`src/rtl/led_pwm_fader_pkg.sv`:
```
// Shared constants and helpers for the LED PWM fader and its per-channel slice.
package led_pwm_fader_pkg;

    // Default geometry, matching the firefly LED core's output pattern width.
    localparam int LED_CH       = 8;
    localparam int LED_PWM_BITS = 8;

    // Direction a channel's brightness moves on a fade tick.
    typedef enum logic [1:0] {
        FADE_HOLD = 2'b00,
        FADE_UP   = 2'b01,
        FADE_DOWN = 2'b10
    } fade_dir_e;

    // Full-scale brightness / PWM count for a given counter width.
    function automatic int pwm_max(input int bits);
        return (1 << bits) - 1;
    endfunction

endpackage

```
`src/rtl/led_pwm_channel.sv`:
```
// One LED channel: saturating brightness ramp, period-aligned duty shadow and
// registered PWM compare.
module led_pwm_channel
    import led_pwm_fader_pkg::*;
#(
    parameter int PWM_BITS = LED_PWM_BITS,
    parameter int STEP     = 16
) (
    input  logic                clk,
    input  logic                reset,
    input  logic                tick,
    input  logic                wrap,
    input  logic [PWM_BITS-1:0] pwm_cnt,
    input  logic                target_bit,
    output logic                pwm,
    output logic                busy
);

    localparam logic [PWM_BITS-1:0] MAX      = PWM_BITS'(pwm_max(PWM_BITS));
    localparam logic [PWM_BITS:0]   STEP_EXT = (PWM_BITS + 1)'(STEP);
    localparam logic [PWM_BITS:0]   MAX_EXT  = {1'b0, MAX};

    logic [PWM_BITS-1:0] bright_q, bright_d;
    logic [PWM_BITS-1:0] duty_q, duty_d;
    logic                pwm_q, pwm_d;
    logic [PWM_BITS-1:0] target;
    logic [PWM_BITS:0]   sum_up;
    logic [PWM_BITS:0]   diff_down;
    fade_dir_e           dir;

    // Fade step, duty shadow and compare; one extra bit catches overflow/borrow.
    always_comb begin
        target    = target_bit ? MAX : '0;
        sum_up    = {1'b0, bright_q} + STEP_EXT;
        diff_down = {1'b0, bright_q} - STEP_EXT;

        if (bright_q < target) begin
            dir = FADE_UP;
        end else if (bright_q > target) begin
            dir = FADE_DOWN;
        end else begin
            dir = FADE_HOLD;
        end

        bright_d = bright_q;
        if (tick) begin
            case (dir)
                FADE_UP:   bright_d = (sum_up > MAX_EXT) ? MAX : sum_up[PWM_BITS-1:0];
                FADE_DOWN: bright_d = diff_down[PWM_BITS] ? '0 : diff_down[PWM_BITS-1:0];
                default:   bright_d = bright_q;
            endcase
        end

        // Capture the pre-tick brightness so a new duty only starts at count 0.
        duty_d = wrap ? bright_q : duty_q;

        // Full scale is forced high so the output never dips for one count.
        pwm_d = (duty_q == MAX) ? 1'b1 : (pwm_cnt < duty_q);

        busy = (bright_d != target);
    end

    // Channel state registers with synchronous active-low reset.
    always_ff @(posedge clk) begin
        if (!reset) begin
            bright_q <= '0;
            duty_q   <= '0;
            pwm_q    <= 1'b0;
        end else begin
            bright_q <= bright_d;
            duty_q   <= duty_d;
            pwm_q    <= pwm_d;
        end
    end

    assign pwm = pwm_q;

endmodule

```
`src/rtl/led_pwm_fader.sv`:
```
// LED PWM fader: turns an on/off LED pattern into smoothly ramped, glitch-free
// PWM drive. Owns the input register, prescaler, PWM counter and status flags.
module led_pwm_fader
    import led_pwm_fader_pkg::*;
#(
    parameter int CH       = LED_CH,
    parameter int PWM_BITS = LED_PWM_BITS,
    parameter int PRESCALE = 16,
    parameter int STEP     = 16
) (
    input  logic          clk,
    input  logic          reset,
    input  logic [CH-1:0] led_in,
    output logic [CH-1:0] pwm_out,
    output logic          period_start,
    output logic          fade_busy
);

    localparam int                PS_W    = (PRESCALE > 1) ? $clog2(PRESCALE) : 1;
    localparam logic [PS_W-1:0]   PS_LAST = PS_W'(PRESCALE - 1);

    logic [CH-1:0]       led_q, led_d;
    logic [PS_W-1:0]     presc_q, presc_d;
    logic [PWM_BITS-1:0] pwm_cnt_q, pwm_cnt_d;
    logic                period_start_q, period_start_d;
    logic                fade_busy_q, fade_busy_d;
    logic                tick;
    logic                wrap;
    logic [CH-1:0]       ch_busy;

    // Shared timebase: fade tick, free-running PWM count and status flags.
    always_comb begin
        led_d          = led_in;
        tick           = (presc_q == PS_LAST);
        presc_d        = tick ? '0 : presc_q + 1'b1;
        wrap           = (pwm_cnt_q == '1);
        pwm_cnt_d      = pwm_cnt_q + 1'b1;
        period_start_d = (pwm_cnt_q == '0);
        fade_busy_d    = |ch_busy;
    end

    // Top-level registers with synchronous active-low reset.
    always_ff @(posedge clk) begin
        if (!reset) begin
            led_q          <= '0;
            presc_q        <= '0;
            pwm_cnt_q      <= '0;
            period_start_q <= 1'b0;
            fade_busy_q    <= 1'b0;
        end else begin
            led_q          <= led_d;
            presc_q        <= presc_d;
            pwm_cnt_q      <= pwm_cnt_d;
            period_start_q <= period_start_d;
            fade_busy_q    <= fade_busy_d;
        end
    end

    generate
        for (genvar gi = 0; gi < CH; gi++) begin : g_ch
            led_pwm_channel #(
                .PWM_BITS (PWM_BITS),
                .STEP     (STEP)
            ) u_ch (
                .clk        (clk),
                .reset      (reset),
                .tick       (tick),
                .wrap       (wrap),
                .pwm_cnt    (pwm_cnt_q),
                .target_bit (led_q[gi]),
                .pwm        (pwm_out[gi]),
                .busy       (ch_busy[gi])
            );
        end
    endgenerate

    assign period_start = period_start_q;
    assign fade_busy    = fade_busy_q;

endmodule
```
`config.mk`:
```
export PLATFORM = sky130hd
export DESIGN_NAME = led_pwm_fader
export DESIGN_NICKNAME = d
export VERILOG_FILES = /design/src/rtl/led_pwm_fader_pkg.sv /design/src/rtl/led_pwm_channel.sv /design/src/rtl/led_pwm_fader.sv
export SDC_FILE = /design/constraint.sdc
export NUM_CORES = 1
export LEC_CHECK = 0
export ABC_CLOCK_PERIOD_IN_PS = 3500
export CAP_MARGIN = 20
export CORE_UTILIZATION = 55
export DETAILED_ROUTE_END_ITERATION = 7
export PLACE_DENSITY = 0.72
export SYNTH_ARGS = -nofsm -noshare
export SYNTH_HDL_FRONTEND = slang
export SYNTH_SLANG_ARGS = --single-unit
```
`constraint.sdc`:
```
create_clock -name clk -period 3.5 [get_ports clk]
set_input_delay 0.875 -clock clk [delete_from_list [all_inputs] [get_ports clk]]
set_output_delay 0.875 -clock clk [all_outputs]
set_load 0.01 [all_outputs]
```
==> results.cfg <==
[run_status]
status = finished clean

[cts]
cts_buffers = 17
cts_root_buf = clkbuf_16
cts_hold_buf = 0
cts_max_path_buffers = 2
clock_sinks = 158
cts_tree = yes
cts-htree-levels = 4
clk_pin_slew_ns = 0.06
clk_latency_ns = 0.43

[die]
dieArea_um2 = 20000
rows = 50
ios = 20
die_w_um = 141
die_h_um = 141
fp.coreArea_um2 = 18900
start_util = 0.565

[synth]
syn_inst = 1357
ys_seq_area_frac = 0.296
synth_most_common_cell = nand2_1
muxShareOfSynthArea = 0.00375
syn-cell-area_um2 = 10700
synth_top_area_frac = 0.296
syn-mean-instance-area_um2 = 7.87
synth-edff-count = 0
synth_cell_type_count = 76
synth-compound-area-share = 0.219
synthSimpleGateAreaFrac = 0.240
synth_top_family_by_area = simple AND/OR/NAND/NOR gates
synthFlopType = dfxtp_1
synthArstFlopShare = 0
synth_nets = 1514
synth_area_leader_cell = dfxtp_1
synth-seq-cells = 158
synth_adder_area_share = 0.174
synth_area_leaders = dfxtp_1, ha_1, a21oi_1
yosysWarnings = 0
ys_top_cells_by_count = nand2_1, dfxtp_1, a21oi_1
synth_xor_xnor_area_share = 0.00492

[timing]
tns_ns = 0
layout_setup_ws_ns = 0.170
clock_skew_ns = 0.00929
setup_viol = 0
min_period_ns = 3.33
rsz0062_at_grt = false
hold_viol_final = 0
worst_pin_slew_ns = 0.768
slew-limit-headroom = 0.488
max_freq_ghz = 0.300
final.period_utilization = 0.951
slew_violations = 0

[global_routing]
grt_util_all_layers = 0.269
grt_max_degree = 53
grt_pass1_wl_mm = 43.6
grt_pass1_vias = 9139
antenna_found_initial = 0
gr-total-overflow = 0

[final_layout]
fillCellCount = 1708
layout-drive-gt1-share = 0.0643
multiInputGateArea_um2 = 6880
syn_to_final_growth_pct = 11.1
final_area_um2 = 11900
diodes = 0
regArea_um2 = 3160
nets = 1530
fin_cells = 1645

[hold_path]
hold_class = reg2reg

[power]
leakagePower_nw = 4.57
vdd_drop_max_v = 0.000310
powerDensity_nw_per_um2 = 347

[routing]
drc_errors = 0
detailroute.via_count = 9701
routed_wl_mm = 25.6
detail_route.first_pass.iterations = 5
detail_route.wl_per_cell_um = 15.6
drt_iter0_markers = 647
ant_nets = 0
vias_per_cell = 5.90

[place]
port_buffers = 19
dp_slack_ns = 0.115
placed_area_um2 = 11300
dp_hpwl_mm = 18.5
place.gp.congestion = 0.946
post-place-cells = 1614

[job]
cap_viol_max_count = 0

[setup_path]
max_stage_delay_ns = 0.48
cp-start-kind = flop
crit_path_top_delay_cell = or4_1
crit_chain = inv_1, ha_1, nor2b_1, o211ai_1, a21oi_1, a2111o_1, o221a_1, nand4bb_1, or4_1, a222oi_1, a41oi_1
setup.worst_path.end_class = flop
crit_family = compound AO/OA/AOI/OAI gates
critPathBufInv = 1
path_class = reg2reg
arrival_ns = 3.62
cp_max_fo = 7
crit_required_ns = 3.79
registers in the layout, summed over array words and instances, names as in the netlist:
signal              count
fade_busy               1
g_ch.u_ch.bright_q     64
g_ch.u_ch.duty_q       64
g_ch.u_ch.pwm           8
led_q                   8
period_start            1
presc_q                 4
pwm_cnt_q               8
per-layer routing:
| layer | part of all wire | track usage | vias to the layer above |
|---|---|---|---|
| met5 | 0 | 0 | - |
| met3 | 0.042 | 0.0331 | 35 |
| met2 | 0.47 | 0.462 | 240 |
| met4 | 0.015 | 0.0875 | 0 |
| li1 | - | - | 4895 |
| met1 | 0.47 | 0.351 | 4531 |
power breakdown:
part           internal, mW  switching [mW]
clock                  1.14           0.752
sequential             1.82          0.0306
combinational         0.183           0.187
total                  3.14           0.970
stage by stage:
stage | power, mW | utilization | hold slack, ns
2_1_floorplan | 2.16 | - | 0.449
3_3_place_gp | 2.25 | 0.595 | 0.461
3_5_place_dp | 2.26 | 0.596 | 0.462
4_1_cts | 4.13 | 0.627 | 0.471
5_1_grt | 4.26 | 0.628 | 0.495
6_report | 4.11 | 0.628 | 0.472
final timing paths:
path	startpoint	end	slack (ns)	cells past startpoint
max	led_q[0]$_SDFF_PN0_	fade_busy$_SDFF_PN0_	0.17	11
min	g_ch[2].u_ch.duty_q[6]$_SDFFE_PN0N_	g_ch[2].u_ch.duty_q[6]$_SDFFE_PN0N_	0.47	2
max reg2reg	led_q[0]$_SDFF_PN0_	fade_busy$_SDFF_PN0_	0.17	11
min reg2reg	g_ch[2].u_ch.duty_q[6]$_SDFFE_PN0N_	g_ch[2].u_ch.duty_q[6]$_SDFFE_PN0N_	0.47	2
logic make-up (layout without fill, tap and decap cells):
logic type,Yosys count,count (layout)
AND/OR/NAND/NOR,512,512
AO/OA/AOI/OAI,362,362
buffers and inverters,166,194
flip-flops,158,158
adder cells (fa/ha/maj),149,149
XOR/XNOR,6,6
multiplexers,4,4
final cells by class:
cell class | count | area share
well taps | 260 | 0.0274
clock inverters | 10 | 0.0118
repair buffers | 54 | 0.0420
multi-input cells | 1033 | 0.580
inverters | 109 | 0.0346
flip-flops and latches | 158 | 0.267
clock buffers | 21 | 0.0380
worst reg2reg max path: cells and delay by family, from the launching register on:
kind            cells  cell delay [ns]
compound gates      6             1.54
simple gates        3             0.81
flops               1             0.37
fa+ha+maj           1             0.31
buf+inv             1             0.14
cells in the final DEF, fill, tap and decap left out, types with 6 or more instances in the layout:
cell type        netlist  layout
a211oi_1               9       9
a21o_1                53      53
a21oi_1              149     148
a31oi_1                9       9
and2_1                37      37
and3_1                13      13
buf_4                  8      31
clkbuf_16              0      17
clkdlybuf4s50_1        0      18
dfxtp_1              158     158
ha_1                 147     147
inv_1                109     108
nand2_1              191     191
nand2b_1              16      16
nand3_1               30      30
nand4_1               44      44
nor2_1                76      75
nor2b_1                6       6
nor3_1                27      27
nor3b_1               10      10
nor4_1                 7       7
o211ai_1               8       8
o21a_1                13      12
o21ai_0               33      33
o21ai_1               10      10
o21bai_1               7       6
o41ai_1                7       7
or2_2                  9       9
or3_1                  8       8
or4_1                 10      10
timing repair:
item,in CTS,in global routing
resized for setup,0,5
setup buffers,0,0
endpoints found under the setup margin,0,1
hold endpoints to repair,0,0
(Power assumes the default switching activity.)
